## src/rtl/muldiv_unit_pkg.sv

```systemverilog
// Shared encodings and operand-class helpers for the RV32M multiply/divide unit.
package muldiv_unit_pkg;

  typedef enum logic [2:0] {
    MD_OP_MUL    = 3'd0,
    MD_OP_MULH   = 3'd1,
    MD_OP_MULHSU = 3'd2,
    MD_OP_MULHU  = 3'd3,
    MD_OP_DIV    = 3'd4,
    MD_OP_DIVU   = 3'd5,
    MD_OP_REM    = 3'd6,
    MD_OP_REMU   = 3'd7
  } md_op_e;

  typedef enum logic [1:0] {
    MD_ST_IDLE,
    MD_ST_MUL,
    MD_ST_DIV,
    MD_ST_DONE
  } md_state_e;

  function automatic logic mul_rs1_signed(input md_op_e op);
    return (op == MD_OP_MUL) || (op == MD_OP_MULH) || (op == MD_OP_MULHSU);
  endfunction

  function automatic logic mul_rs2_signed(input md_op_e op);
    return (op == MD_OP_MUL) || (op == MD_OP_MULH);
  endfunction

  function automatic logic div_signed(input md_op_e op);
    return (op == MD_OP_DIV) || (op == MD_OP_REM);
  endfunction

  function automatic logic div_is_rem(input md_op_e op);
    return (op == MD_OP_REM) || (op == MD_OP_REMU);
  endfunction

endpackage

```

## src/rtl/muldiv_divider.sv

```systemverilog
// Iterative unsigned restoring divider: one quotient bit per edge, MSB first.
module muldiv_divider #(
  parameter int XLEN = 32
) (
  input  logic            clk,
  input  logic            rst,
  input  logic            start,
  input  logic            kill,
  input  logic [XLEN-1:0] dividend,
  input  logic [XLEN-1:0] divisor,
  output logic [XLEN-1:0] quotient,
  output logic [XLEN-1:0] remainder,
  output logic            done
);

  localparam int CW = $clog2(XLEN);

  logic [CW-1:0]   cnt;
  logic            running;
  logic [XLEN-1:0] divisor_q;
  logic [XLEN:0]   shifted;
  logic [XLEN:0]   diff;

  // quotient doubles as the dividend shift register; its MSB feeds the partial remainder
  assign shifted = {remainder, quotient[XLEN-1]};
  assign diff    = shifted - {1'b0, divisor_q};

  always_ff @(posedge clk or posedge rst) begin
    if (rst) begin
      quotient  <= '0;
      remainder <= '0;
      divisor_q <= '0;
      cnt       <= '0;
      running   <= 1'b0;
      done      <= 1'b0;
    end else if (kill) begin
      running <= 1'b0;
      done    <= 1'b0;
    end else if (start) begin
      quotient  <= dividend;
      remainder <= '0;
      divisor_q <= divisor;
      cnt       <= '0;
      running   <= 1'b1;
      done      <= 1'b0;
    end else begin
      done <= 1'b0;
      if (running) begin
        if (!diff[XLEN]) begin
          remainder <= diff[XLEN-1:0];
          quotient  <= {quotient[XLEN-2:0], 1'b1};
        end else begin
          remainder <= shifted[XLEN-1:0];
          quotient  <= {quotient[XLEN-2:0], 1'b0};
        end
        cnt <= cnt + 1'b1;
        if (cnt == CW'(XLEN - 1)) begin
          running <= 1'b0;
          done    <= 1'b1;
        end
      end
    end
  end

endmodule

```

## src/rtl/muldiv_unit.sv

```systemverilog
// RV32M multiply/divide unit: pipelined multiplier, iterative divider with
// single-cycle divide-by-zero and signed-overflow fast paths.
module muldiv_unit
  import muldiv_unit_pkg::*;
#(
  parameter int XLEN        = 32,
  parameter int MUL_LATENCY = 2
) (
  input  logic            clk_i,
  input  logic            rst_i,
  input  logic            start_i,
  input  logic            kill_i,
  input  logic [2:0]      op_i,
  input  logic [XLEN-1:0] rs1_val_i,
  input  logic [XLEN-1:0] rs2_val_i,
  output logic            busy_o,
  output logic            valid_o,
  output logic [XLEN-1:0] result_o
);

  md_state_e state_q, state_d;
  md_op_e    op;
  logic      accept;

  assign op     = md_op_e'(op_i);
  assign accept = start_i && !kill_i && (state_q == MD_ST_IDLE || state_q == MD_ST_DONE);

  // Multiply: sign-extend to 2*XLEN so the low 2*XLEN product bits are exact for every mix
  logic                   ext1, ext2;
  logic signed [2*XLEN-1:0] mul_a, mul_b, product;
  logic [XLEN-1:0]        mul_sel;
  logic [XLEN-1:0]        mul_pipe [MUL_LATENCY];
  logic [2:0]             mul_cnt;
  logic                   mul_last;

  assign ext1     = mul_rs1_signed(op) & rs1_val_i[XLEN-1];
  assign ext2     = mul_rs2_signed(op) & rs2_val_i[XLEN-1];
  assign mul_a    = {{XLEN{ext1}}, rs1_val_i};
  assign mul_b    = {{XLEN{ext2}}, rs2_val_i};
  assign product  = mul_a * mul_b;
  assign mul_sel  = (op == MD_OP_MUL) ? product[XLEN-1:0] : product[2*XLEN-1:XLEN];
  assign mul_last = (mul_cnt == 3'(MUL_LATENCY - 1));

  logic            sdiv, rs1_neg, rs2_neg, div_by_zero, div_ovf, div_start;
  logic [XLEN-1:0] dividend_mag, divisor_mag, fast_res;
  logic [XLEN-1:0] div_quo, div_rem, div_fixed;
  logic            div_done;
  logic            fast_q, is_rem_q, neg_quo_q, neg_rem_q;
  logic [XLEN-1:0] fast_res_q;

  assign sdiv         = div_signed(op);
  assign rs1_neg      = sdiv & rs1_val_i[XLEN-1];
  assign rs2_neg      = sdiv & rs2_val_i[XLEN-1];
  assign div_by_zero  = (rs2_val_i == '0);
  assign div_ovf      = sdiv && (rs1_val_i == {1'b1, {(XLEN-1){1'b0}}}) && (rs2_val_i == '1);
  assign dividend_mag = rs1_neg ? -rs1_val_i : rs1_val_i;
  assign divisor_mag  = rs2_neg ? -rs2_val_i : rs2_val_i;
  assign div_start    = accept && op_i[2] && !div_by_zero && !div_ovf;

  always_comb begin
    fast_res = '1;
    if (div_by_zero)
      fast_res = div_is_rem(op) ? rs1_val_i : '1;
    else if (div_ovf)
      fast_res = div_is_rem(op) ? '0 : rs1_val_i;
  end

  // Remainder follows the dividend's sign, quotient the xor of both signs
  assign div_fixed = is_rem_q ? (neg_rem_q ? -div_rem : div_rem)
                              : (neg_quo_q ? -div_quo : div_quo);

  muldiv_divider #(.XLEN(XLEN)) u_divider (
    .clk       (clk_i),
    .rst       (rst_i),
    .start     (div_start),
    .kill      (kill_i),
    .dividend  (dividend_mag),
    .divisor   (divisor_mag),
    .quotient  (div_quo),
    .remainder (div_rem),
    .done      (div_done)
  );

  always_ff @(posedge clk_i or posedge rst_i) begin
    if (rst_i) state_q <= MD_ST_IDLE;
    else       state_q <= state_d;
  end

  always_comb begin
    state_d = state_q;
    busy_o  = (state_q == MD_ST_MUL) || (state_q == MD_ST_DIV);
    valid_o = (state_q == MD_ST_DONE);
    if (kill_i) begin
      state_d = MD_ST_IDLE;
    end else begin
      case (state_q)
        MD_ST_IDLE, MD_ST_DONE:
          state_d = start_i ? (op_i[2] ? MD_ST_DIV : MD_ST_MUL) : MD_ST_IDLE;
        MD_ST_MUL: if (mul_last) state_d = MD_ST_DONE;
        MD_ST_DIV: if (fast_q || div_done) state_d = MD_ST_DONE;
        default:   state_d = MD_ST_IDLE;
      endcase
    end
  end

  always_ff @(posedge clk_i or posedge rst_i) begin
    if (rst_i) begin
      for (int i = 0; i < MUL_LATENCY; i++) mul_pipe[i] <= '0;
      mul_cnt    <= '0;
      fast_q     <= 1'b0;
      fast_res_q <= '0;
      is_rem_q   <= 1'b0;
      neg_quo_q  <= 1'b0;
      neg_rem_q  <= 1'b0;
      result_o   <= '0;
    end else begin
      for (int i = 1; i < MUL_LATENCY; i++) mul_pipe[i] <= mul_pipe[i-1];
      if (accept) begin
        mul_pipe[0] <= mul_sel;
        mul_cnt     <= '0;
        fast_q      <= div_by_zero || div_ovf;
        fast_res_q  <= fast_res;
        is_rem_q    <= div_is_rem(op);
        neg_quo_q   <= rs1_neg ^ rs2_neg;
        neg_rem_q   <= rs1_neg;
      end else if (state_q == MD_ST_MUL) begin
        mul_cnt <= mul_cnt + 3'd1;
      end
      if (!kill_i) begin
        if (state_q == MD_ST_MUL && mul_last)
          result_o <= mul_pipe[MUL_LATENCY-1];
        else if (state_q == MD_ST_DIV && fast_q)
          result_o <= fast_res_q;
        else if (state_q == MD_ST_DIV && div_done)
          result_o <= div_fixed;
      end
    end
  end

endmodule

```

## config.mk

```make
export PLATFORM = sky130hd
export DESIGN_NAME = muldiv_unit
export DESIGN_NICKNAME = d
export VERILOG_FILES = /design/src/rtl/muldiv_unit_pkg.sv /design/src/rtl/muldiv_divider.sv /design/src/rtl/muldiv_unit.sv
export SDC_FILE = /design/constraint.sdc
export NUM_CORES = 2
export LEC_CHECK = 0
export ABC_AREA = 1
export CAP_MARGIN = 10
export CORE_MARGIN = 10
export CORE_UTILIZATION = 25
export DETAILED_ROUTE_END_ITERATION = 8
export PLACE_DENSITY_LB_ADDON = 0.05
export SYNTH_ARGS = -nofsm -noshare
export SYNTH_HDL_FRONTEND = slang
export SYNTH_HIERARCHICAL = 1
export SYNTH_SLANG_ARGS = --single-unit
```

## constraint.sdc

```tcl
create_clock -name clk_i -period 9.52 [get_ports clk_i]
set_input_delay 0.952 -clock clk_i [delete_from_list [all_inputs] [get_ports clk_i]]
set_output_delay 0.952 -clock clk_i [all_outputs]
set_load 0.02 [all_outputs]
```

Yosys cells after proc, flatten, opt, wreduce, memory -nomap -nowiden:

Cells that the tools add are included.

* register bits: 240
* input port bits: 71
* output and inout bits: 34

* $add $sub $neg: 7
* multipliers: 1
* equal/unequal tests: 14
* multiplexer cells: 37
* bitwise logic cells: 6
* reduce and logical (&&, ||, !) cells: 32

Operators by type and width (number)
* 2-to-1 mux 32 bit: 18
* negation 32 bit: 4
* equality test 32 bit (second input constant): 2
* multiplier 33 x 33 -> 64 bit: 1
* subtractor 33 x 32 -> 33 bit: 1
* zero test 32 bit: 1
* logical AND 1 bit: 10
* 2-to-1 mux 2 bit: 5
* 2-to-1 mux 5 bit: 2
* equality test 3 bit (second input constant): 3
* 2-to-1 mux 1 bit: 9
* logical OR 1 bit: 8
* AND reduction 2 bit: 4
* equality test 3 x 1 -> 1 bit (second input constant): 2
* 2-to-1 mux 3 bit: 2
* case mux 2 bit (3 select lines): 1
* adder 5 x 1 -> 5 bit (second input constant): 1
* equality test 5 bit (second input constant): 1
* AND 1 bit: 4
* equality test 2 bit (second input constant): 2
* nonzero test 2 bit: 2
* adder 3 x 1 -> 3 bit (second input constant): 1
* equality test 3 x 2 -> 1 bit (second input constant): 1
* zero test 1 bit: 3
* other kinds (9): 9

Logic depth before layout (Yosys ltp):

* depth in word-level cells: 8
* depth in mapped cells: 36
* mapped depth without buffers: 34

Cells and area by module:

Netlist, hierarchy kept.

By module, submodules not included
* muldiv_unit: times used 1, cells an instance 6795, area an instance 50383.3 sq um
* muldiv_divider: times used 1, cells an instance 1140, area an instance 7397.1 sq um

Worst setup path after synthesis:

OpenSTA, ideal clock, no wires.

* kind: input to register
* start point: input port op_i[2]
* end point: register mul_pipe[63] in the netlist's numbering
* data arrival time: 8.325 ns
* data required time: 9.443 ns
* path slack: 1.117 ns
* cell stages on the path: 30
* buffers on the path: 2
* cell sequence: clkbuf_2 -> inv_1 -> nand3_1 -> clkbuf_1 -> nor2_1 -> fa_1 -> inv_1 -> fa_1 -> inv_1 -> fa_1 -> inv_1 -> fa_1 -> inv_1 -> fa_1 -> fa_1 -> fa_1 -> inv_1 -> fa_1 -> inv_1 -> ha_1 -> nand2_1 -> nor2_1 -> nand2_1 -> nor4_1 -> nand2_1 -> nand2_1 -> nand3_1 -> nand2_1 -> nand2_1 -> a21oi_1

* cells in the longest elaborated chain, start to end: 6
* elaborated cells between the ends (all ways): 9

RTL lines
* start: declaration: RTL line muldiv_unit.sv:13 `input logic [2:0] op_i,`
* equality test 3 x 1 -> 1 bit / zero test 3 bit (equally long branches): RTL line muldiv_unit_pkg.sv:23, muldiv_unit_pkg.sv:27, muldiv_unit.sv:41
* logical OR 1 bit: RTL line muldiv_unit_pkg.sv:23, muldiv_unit_pkg.sv:27
* logical OR 1 bit: RTL line muldiv_unit_pkg.sv:23 `return (op == MD_OP_MUL) || (op == MD_OP_MULH) || (op == MD_OP_MULHSU);`
* AND 1 bit: RTL line muldiv_unit.sv:36 `assign ext1 = mul_rs1_signed(op) & rs1_val_i[XLEN-1];`
* multiplier 33 x 33 -> 64 bit: RTL line muldiv_unit.sv:40 `assign product = mul_a * mul_b;`
* 2-to-1 mux 32 bit *: RTL line muldiv_unit.sv:41 `assign mul_sel = (op == MD_OP_MUL) ? product[XLEN-1:0] : product[2*XLEN-1:XLEN];`
* end: declaration: RTL line muldiv_unit.sv:32 `logic [XLEN-1:0] mul_pipe [MUL_LATENCY];`

Mark *: on every way between the ends. The rest lies on a longest branch, timed or not.
A chain may end at the register's enable or synchronous reset.

Worst setup path after layout:

* start point: input port rs1_val_i[8]
* end point: register mul_pipe[60] in the netlist's numbering

* cells in the longest elaborated chain, start to end: 2

RTL lines
* start: declaration: RTL line muldiv_unit.sv:14 `input logic [XLEN-1:0] rs1_val_i,`
* multiplier 33 x 33 -> 64 bit: RTL line muldiv_unit.sv:40
* 2-to-1 mux 32 bit: RTL line muldiv_unit.sv:41

Every way passes these cells.

==> results.json <==
{
  "io_pins": 105,
  "max_freq_ghz": 0.116,
  "slowest_delay_ns": 0.75,
  "min_period_ns": 8.61,
  "final_nets": 9473,
  "status": "finished, final reports clean",
  "synth-edff-count": 0,
  "fin_crit_sh_pct": 90.4,
  "highest_layer": "met5",
  "relSlewSlack_pct": 25.2,
  "numCtsBuffers": 36,
  "postRouteAntennaNets": 0,
  "async_reset_ff_share_pct": 100,
  "syn_inst": 7935,
  "ys_seq_area_share_pct": 10.4,
  "rows": 176,
  "cp-start-kind": "input port",
  "hold_viol": 0,
  "viasPerCell": 4.45,
  "drive_above_1_share_pct": 6.41,
  "critPathRequiredTime_ns": 10.02,
  "clkSlewWorstSetupHoldPaths_ns": 0.06,
  "placed_cell_area_sq_um": 63400,
  "die_h_microns": 501,
  "syn2layout_area_growth_pct": 11.8,
  "critPathKind": "in2reg",
  "rsz0062_at_grt": "no",
  "worst_setup_path_end_kind": "flip-flop",
  "clockBufferDepth": 3,
  "tightest_slew_ns": 1.12,
  "synth_area_leaders": "fa_1 (39%), nand2_1 (15%), inv_1 (13%), dfrtp_1 (10%), ha_1 (5.5%)",
  "dr.first_iter.drc_count": 3027,
  "grt_usage_pct": 21.1,
  "overflow": 0,
  "syn_area_sq_um": 57800,
  "grt_pass1_wl_mm": 388,
  "synth-seq-cells": 240,
  "post_cts_buffers": 0,
  "die_width_microns": 501,
  "grt_antenna_before_repair": 21,
  "cts_tree": "done",
  "met3_wirelength_mm": 7.81,
  "cts-root-buf": "clkbuf_16",
  "wl_met1_mm": 126,
  "drv_slew": 0,
  "hp-class": "reg2reg",
  "yosys_warnings": 6,
  "wl_met2_mm": 125,
  "yosysMostFrequentCell": "nand2_1",
  "gp_congestion": 0.884,
  "clk_latency_ns": 0.59,
  "synth_top_area_share_pct": 39.0,
  "dr_total_vias": 49300,
  "syn_nets": 9388,
  "yosysUniqueCellTypes": 59,
  "rrSetupSlack_ns": 5.60,
  "start_util_pct": 25.1,
  "final_design_area_no_fill_sq_um": 64600,
  "critPathSlowestCell": "buf_2",
  "drc": 0,
  "hpwlAfterDp_mm": 221,
  "setup_tns_ns": 0,
  "crit_arrival_ns": 9.11,
  "grt_max_degree": 111,
  "clock-sinks": 240,
  "synth_commonest_cells": "nand2_1 (2369), inv_1 (2061), fa_1 (1126)",
  "cts_resized": 0,
  "io_buffers": 104,
  "wl_per_cell_microns": 23.8,
  "crit_path_max_fanout": 22,
  "grt_pass1_vias": 53400,
  "synth_area_leader_cell": "fa_1",
  "dieArea_sq_um": 251000,
  "dr.pass1.iters": 5,
  "crit_path_frequent_cell": "fa_1",
  "synth_ff_type": "dfrtp_1",
  "core-area_sq_um": 230000,
  "fill_cells": 25600,
  "ctsHoldBuffers": 0,
  "h-tree-depth": 2,
  "fin_skew_ns": 0.0267,
  "setup_viol": 0,
  "routed_wl_mm": 264,
  "avgSynthCellArea_sq_um": 7.28,
  "max_cap_viol_count": 0
}
## kinds of logic after synthesis
logic type | synth area share, %
simple gates | 22.5
buf+inv | 16.1
fa+ha+maj | 44.6
compound gates | 5.16
flops | 10.4
xor+xnor | 1.26
## critical path, delay by kind of cell
kind                     cells  cell delay (ns)
adder cells (fa/ha/maj)      9             4.51
buffers and inverters        7             1.55
AO/OA/AOI/OAI                5             1.41
AND/OR/NAND/NOR              4             0.58
## through the flow
step	setup WS [ns]	hold slack, ns	util, %	instances
final	0.913	0.375	28.1	11100
after global routing	0.622	0.396	28.1	11100
after CTS	0.948	0.376	28.1	11100
after detailed placement	0.354	0.361	27.6	11000
after global placement	0.325	0.364	27.6	11000
after floorplan	1.12	0.354	-	7935
## layout by cell type (no fill, tap or decap), drive strengths merged, types with 3 or more instances in the layout
cell type,synthesis,layout
a21oi,171,171
a31oi,6,6
and2,5,5
buf,153,367
clkbuf,207,51
clkdlybuf4s50,0,40
clkinv,4,13
clkinvlp,0,3
dfrtp,240,240
diode,0,5
fa,1126,1126
ha,256,256
inv,2078,2080
nand2,2391,2391
nand3,273,273
nand3b,13,13
nand4,47,47
nor2,451,451
nor3,37,37
nor4,11,11
o211ai,38,38
o21ai,287,287
o21bai,23,23
o31ai,10,10
or2,10,10
xnor2,25,25
xor2,58,58
## per-layer routing
layer	vias up	track usage, %
met2	890	35.9
met3	164	1.32
met1	25300	29.7
met4	6	3.55
met5	-	0
li1	23000	-
## flip-flops by register name (all words and copies together), names as in the netlist, 2 cells and up
signal	flops
mul_pipe	64
state_q	2
u_divider/quotient	32
u_divider/cnt	5
u_divider/remainder	32
result_o	32
fast_res_q	32
mul_cnt	3
u_divider/divisor_q	32
## area by class of cell
class / instances / area [sq um] / share of cell area, %
antenna: 5 / 12.5 / 0.0194
clock buffer: 51 / 1070 / 1.65
clock inverter: 15 / 119 / 0.184
inverter: 2082 / 7820 / 12.1
multi-input combinational: 5253 / 42500 / 65.8
sequential: 240 / 6010 / 9.30
tap: 3026 / 3790 / 5.86
timing repair buffer: 407 / 3280 / 5.08
## path summary, 6_finish.rpt
check,from,to,depth (start not counted)
hold / removal,mul_pipe[34],mul_pipe[2],0
max in group asynchronous,rst_i,mul_pipe[32],3
setup reg to reg,state_q[0],u_divider/cnt[1],12
min in group asynchronous,rst_i,u_divider/remainder[24],2
hold reg to reg,mul_pipe[34],mul_pipe[2],0
setup / recovery,rs1_val_i[8],mul_pipe[60],25
Power is not shown: default switching activity piles up to over one toggle a cycle in this logic, so the estimate is an artifact.
